## src/rtl/inst_fetch_stage.sv

```systemverilog
// Fetch stage: 32-bit pc, 1-cycle fetch-to-decode register, priority halt > flush > stall > advance.
// Optional perf counters (cnt_cycle/cnt_stall/cnt_flush) when FETCH_PERF_COUNTER_EN is defined.
module inst_fetch_stage (
    input  logic        clk,
    input  logic        rst,
    input  logic        stall,
    input  logic        flush,
    input  logic [31:0] redirect_pc,
    input  logic        halt,
    input  logic        resume,
    output logic [9:0]  imem_addr,
    input  logic [31:0] imem_data,
    output logic [31:0] id_inst,
    output logic [5:0]  id_opcode,
    output logic [4:0]  id_rt,
    output logic [5:0]  id_funct,
    output logic [31:0] id_pc4,
    output logic        id_valid,
    output logic        halted
`ifdef FETCH_PERF_COUNTER_EN
    ,
    output logic [31:0] cnt_cycle,
    output logic [31:0] cnt_stall,
    output logic [31:0] cnt_flush
`endif
);

    typedef enum logic {ST_RUN = 1'b0, ST_HALTED = 1'b1} state_t;

    state_t      r_state;
    state_t      w_state_nxt;

    logic [31:0] r_pc;
    logic [31:0] r_id_inst;
    logic [31:0] r_id_pc4;
    logic        r_id_valid;

    logic        w_do_halt;
    logic        w_do_flush;
    logic        w_do_stall;
    logic        w_do_adv;
    logic [31:0] w_pc4;

    assign w_pc4 = r_pc + 32'd4;

    // State register
    always_ff @(posedge clk) begin
        if (rst) begin
            r_state <= ST_RUN;
        end else begin
            r_state <= w_state_nxt;
        end
    end

    // Next-state logic
    always_comb begin
        w_state_nxt = r_state;
        case (r_state)
            ST_RUN:    if (halt)   w_state_nxt = ST_HALTED;
            ST_HALTED: if (resume) w_state_nxt = ST_RUN;
            default:   w_state_nxt = ST_RUN;
        endcase
    end

    // Output/control decode; everything is a no-op while halted, including the resume cycle
    always_comb begin
        w_do_halt  = 1'b0;
        w_do_flush = 1'b0;
        w_do_stall = 1'b0;
        w_do_adv   = 1'b0;
        if (r_state == ST_RUN) begin
            if (halt)       w_do_halt  = 1'b1;
            else if (flush) w_do_flush = 1'b1;
            else if (stall) w_do_stall = 1'b1;
            else            w_do_adv   = 1'b1;
        end
    end

    always_ff @(posedge clk) begin
        if (rst) begin
            r_pc       <= 32'h0000_0000;
            r_id_inst  <= 32'h0000_0000;
            r_id_pc4   <= 32'h0000_0000;
            r_id_valid <= 1'b0;
        end else if (w_do_adv) begin
            r_pc       <= w_pc4;
            r_id_inst  <= imem_data;
            r_id_pc4   <= w_pc4;
            r_id_valid <= 1'b1;
        end else if (w_do_flush) begin
            r_pc       <= redirect_pc;
            r_id_inst  <= 32'h0000_0000;
            r_id_valid <= 1'b0;
        end else if (w_do_halt) begin
            r_id_inst  <= 32'h0000_0000;
            r_id_valid <= 1'b0;
        end
    end

    assign imem_addr = r_pc[11:2];
    assign id_inst   = r_id_inst;
    assign id_opcode = r_id_inst[31:26];
    assign id_rt     = r_id_inst[20:16];
    assign id_funct  = r_id_inst[5:0];
    assign id_pc4    = r_id_pc4;
    assign id_valid  = r_id_valid;
    assign halted    = (r_state == ST_HALTED);

`ifdef FETCH_PERF_COUNTER_EN
    logic [31:0] r_cnt_cycle;
    logic [31:0] r_cnt_stall;
    logic [31:0] r_cnt_flush;

    always_ff @(posedge clk) begin
        if (rst) begin
            r_cnt_cycle <= 32'd0;
            r_cnt_stall <= 32'd0;
            r_cnt_flush <= 32'd0;
        end else begin
            if (r_state == ST_RUN) r_cnt_cycle <= r_cnt_cycle + 32'd1;
            if (w_do_stall)        r_cnt_stall <= r_cnt_stall + 32'd1;
            if (w_do_flush)        r_cnt_flush <= r_cnt_flush + 32'd1;
        end
    end

    assign cnt_cycle = r_cnt_cycle;
    assign cnt_stall = r_cnt_stall;
    assign cnt_flush = r_cnt_flush;
`endif

endmodule

```

## config.mk

```make
export PLATFORM = sky130hd
export DESIGN_NAME = inst_fetch_stage
export DESIGN_NICKNAME = d
export VERILOG_FILES = /design/src/rtl/inst_fetch_stage.sv
export SDC_FILE = /design/constraint.sdc
export NUM_CORES = 1
export LEC_CHECK = 0
export ABC_CLOCK_PERIOD_IN_PS = 2100
export CAP_MARGIN = 30
export CORE_UTILIZATION = 40
export DETAILED_ROUTE_END_ITERATION = 12
export PLACE_DENSITY = 0.76
export SLEW_MARGIN = 20
export SYNTH_ARGS = -nofsm -noshare
export SYNTH_HDL_FRONTEND = slang
export SYNTH_SLANG_ARGS = --single-unit
```

## constraint.sdc

```tcl
create_clock -name clk -period 2.1 [get_ports clk]
set_input_delay 0.42 -clock clk [delete_from_list [all_inputs] [get_ports clk]]
set_output_delay 0.42 -clock clk [all_outputs]
set_load 0.05 [all_outputs]
```

==> flow_metrics.tcl <==
set metrics [dict create \
    rsz0062_at_grt "false" \
    clk_path_buf_depth 2 \
    grt_usage_pct 22.8 \
    peakVddDrop_uv 386 \
    ys.flop_type "dfxtp_1" \
    firstDrtPassIters 5 \
    dp_cells 805 \
    slew_violations 0 \
    clk_latency_ns 0.37 \
    worstPathRequired_ns 2.40 \
    reg2reg_to "id_pc4[27]$_SDFFE_PP0P_" \
    r2r_slack_ns 0.07 \
    dieArea_um2 11400 \
    synthCells 522 \
    finClkSkew_ns 0.0120 \
    area_delta_synth_final_pct 50.3 \
    cts_made_buffers 9 \
    gp_congestion 0.870 \
    dp_hpwl_um 9060 \
    portBuffers 162 \
    synth_top_family_by_area "compound AO/OA/AOI/OAI gates" \
    cts_hold_buf 0 \
    first_global_vias 4365 \
    crit_end "id_pc4[27]$_SDFFE_PP0P_" \
    viasPerCell 5.48 \
    grt-ovfl-total 0 \
    yosysWarnings 0 \
    synth-edff-count 0 \
    cts_root_buffer "clkbuf_8" \
    htreeDepth 3 \
    grt_max_degree 46 \
    cp-startpoint "r_pc[9]$_SDFFE_PP0P_" \
    avgSynthCellArea_um2 8.38 \
    avgRoutedWirePerCell_um 15.8 \
    drc_errors 0 \
    crit_buf_inv 0 \
    layout-drive-gt1-share_pct 13.3 \
    antenna_found_initial 0 \
    core_area_um2 10500 \
    hold_path_class "in2reg" \
    r2r-start "r_pc[9]$_SDFFE_PP0P_" \
    clkSinkCount 98 \
    fmax_mhz 493 \
    cp_data_arrival_time_ns 2.33 \
    finalNetCount 751 \
    crit_fanout 4 \
    status "completed" \
    crit_cells 5 \
    setup_violations 0 \
    ys_types 46 \
    synthSimpleGateAreaFrac_pct 18.9 \
    crit_chain "nand4_2, or4_4, or3_4, xor2_1, a211oi_2" \
    postPlaceCellArea_um2 6260 \
    synth_area_um2 4380 \
    synth_seq_cells 98 \
    cp_slowest_cell "or4_4" \
    async_flop_share_pct 0 \
    clk_pin_slew_ns 0.10 \
    grt_pass1_wl_um 20800 \
    synth.net_count 593 \
    ios 163 \
    timing.final.crit_share_pct 96.6 \
    routed_wl_um 12900 \
    synth_fa_ha_area_share_pct 0.286 \
    max_slew_margin_pct 64.7 \
    die_w_um 107 \
    endpoint_kind "flop" \
    tightest_slew_ns 0.528 \
    start_util_pct 41.8 \
    tritoncts "built" \
    fin_area_um2 6580 \
    synth_xor_area_share_pct 3.60 \
    finalHoldViolCount 0 \
    r2r_cells 5 \
    postRouteAntennaNets 0 \
    vias 4497 \
    n_antenna_cell 0 \
    drt-initial-drc-count 272 \
    crit_type "reg2reg" \
    drv_cap 0 \
    fin_cells 821 \
    ys_seq_area_share_pct 44.8 \
    die_y_um 107 \
    layout_min_cycle_time_ns 2.03 \
    slowest_delay_ns 0.62 \
    powerDensity_nw_per_um2 654 \
    crit_family "simple AND/OR/NAND/NOR gates" \
    num_rows 37 \
    synthMuxAreaShare_pct 0.458 \
    p_leak_nw 2.33 \
    tns_ns 0 \
    synth_compound_area_share_pct 23.2 \
    cp-start-kind "flop" \
]
[area by class of cell]
class	instances	area (µm²)
fill	862	3890
multi-input combinational	352	2100
timing repair buffer	215	2060
sequential	98	1970
tap	136	170
clock buffer	11	141
clock inverter	5	125
inverter	4	15.0
[layer usage]
metal | up-vias | global-route usage (%) | part of all wire, %
li1 | 2166 | - | -
met1 | 2121 | 28.3 | 42
met2 | 196 | 38.0 | 47
met3 | 14 | 6.26 | 9.1
met4 | 0 | 8.02 | 1.3
met5 | - | 0 | 0
[cell usage in the layout, fill, tap and decap left out, types with 3 or more instances in the layout]
| cell | count |
|---|---|
| dfxtp_1 | 96 |
| inv_1 | 4 |
| o31ai_1 | 3 |
| nand4_1 | 9 |
| or4_4 | 3 |
| bufinv_16 | 4 |
| nor4_1 | 4 |
| nand2_1 | 53 |
| a31oi_1 | 3 |
| buf_4 | 54 |
| o22ai_1 | 3 |
| o21ai_1 | 6 |
| nand3_1 | 12 |
| clkdlybuf4s50_1 | 149 |
| xnor2_1 | 14 |
| o41ai_1 | 3 |
| o21a_1 | 6 |
| nand3b_1 | 3 |
| clkbuf_8 | 10 |
| dlygate4sd2_1 | 5 |
| a21oi_1 | 41 |
| a211oi_1 | 13 |
| nor3_1 | 11 |
| o31a_1 | 4 |
| o21ai_0 | 11 |
| and4_1 | 5 |
| buf_12 | 4 |
| a22oi_1 | 48 |
| nor2_1 | 65 |
| xor2_1 | 4 |
[power by group]
| group | leakage (nW) | switching, mW | internal [mW] |
|---|---|---|---|
| combinational | 1.40 | 0.404 | 0.328 |
| clock | 0.134 | 0.661 | 0.943 |
| sequential | 0.796 | 0.0511 | 1.92 |
| total | 2.33 | 1.12 | 3.19 |
[sequential cells by signal, summed over array words and instances (netlist names)]
register	count
halted	1
id_valid	1
r_pc	32
id_inst	32
id_pc4	32
[per-stage QoR]
step                utilization [%]  power [mW]  hold slack [ns]  setup WS, ns
CTS                            62.4        4.33            0.395       0.00474
floorplan                         -        2.40            0.431       0.00533
finish                         62.8        4.30            0.416        0.0706
detailed placement             59.9        2.74            0.444        -0.151
global placement               59.9        2.73            0.440       -0.0583
global route                   62.8        4.46            0.400        0.0163
[logic make-up (layout without fill, tap and decap cells)]
| logic type | count (synthesis) | in the layout |
|---|---|---|
| AOI/OAI and AO/OA | 153 | 153 |
| xor gates and xnor gates | 18 | 18 |
| adders and majority gates | 1 | 1 |
| buffers and inverters | 72 | 235 |
| DFF | 98 | 98 |
| muxes | 2 | 2 |
| and+or+nand+nor | 178 | 178 |
[worst min path at each step]
stage / slack (ns) / end / cells past startpoint / from
finish: 0.42 / r_pc[4]$_SDFFE_PP0P_ / 2 / rst
global route: 0.40 / r_pc[4]$_SDFFE_PP0P_ / 2 / rst
global placement: 0.44 / id_pc4[1]$_SDFFE_PP0P_ / 2 / r_pc[1]$_SDFFE_PP0P_
CTS: 0.39 / r_pc[4]$_SDFFE_PP0P_ / 2 / rst
detailed placement: 0.44 / id_pc4[0]$_SDFFE_PP0P_ / 2 / r_pc[0]$_SDFFE_PP0P_
floorplan: 0.43 / id_pc4[0]$_SDFFE_PP0P_ / 2 / r_pc[0]$_SDFFE_PP0P_
[what timing repair did]
action | CTS | global route
setup buffers | 0 | 0
resized for setup | 7 | 15
pin swaps | 0 | 4
endpoints found under the setup margin | 7 | 21
[Yosys cell counts, types with 2 or more instances]
| cell type | count | share of area (%) |
|---|---|---|
| buf_2 | 6 | 0.69 |
| dfxtp_1 | 98 | 45 |
| nor2_1 | 65 | 5.6 |
| o31ai_1 | 3 | 0.51 |
| o21ai_1 | 3 | 0.34 |
| xor2_1 | 4 | 0.80 |
| o21ai_0 | 16 | 1.8 |
| mux2i_1 | 2 | 0.46 |
| nand3_1 | 12 | 1.4 |
| nand3b_1 | 3 | 0.51 |
| nand4_1 | 9 | 1.3 |
| or4_1 | 4 | 0.69 |
| clkbuf_1 | 34 | 2.9 |
| xnor2_1 | 14 | 2.8 |
| and3_1 | 2 | 0.29 |
| nand2b_1 | 2 | 0.29 |
| inv_1 | 4 | 0.34 |
| nor3_1 | 12 | 1.4 |
| and4_1 | 5 | 1.0 |
| a211oi_1 | 13 | 2.2 |
| a22oi_1 | 48 | 8.2 |
| o22ai_1 | 3 | 0.43 |
| o31a_1 | 4 | 0.80 |
| nor4_1 | 6 | 0.86 |
| o41ai_1 | 3 | 0.60 |
| a21oi_1 | 42 | 4.8 |
| buf_4 | 27 | 4.6 |
| o21a_1 | 6 | 1.0 |
| a31oi_1 | 3 | 0.43 |
| nand2_1 | 53 | 4.5 |
Note: power is estimated with default switching activity, not from simulation.
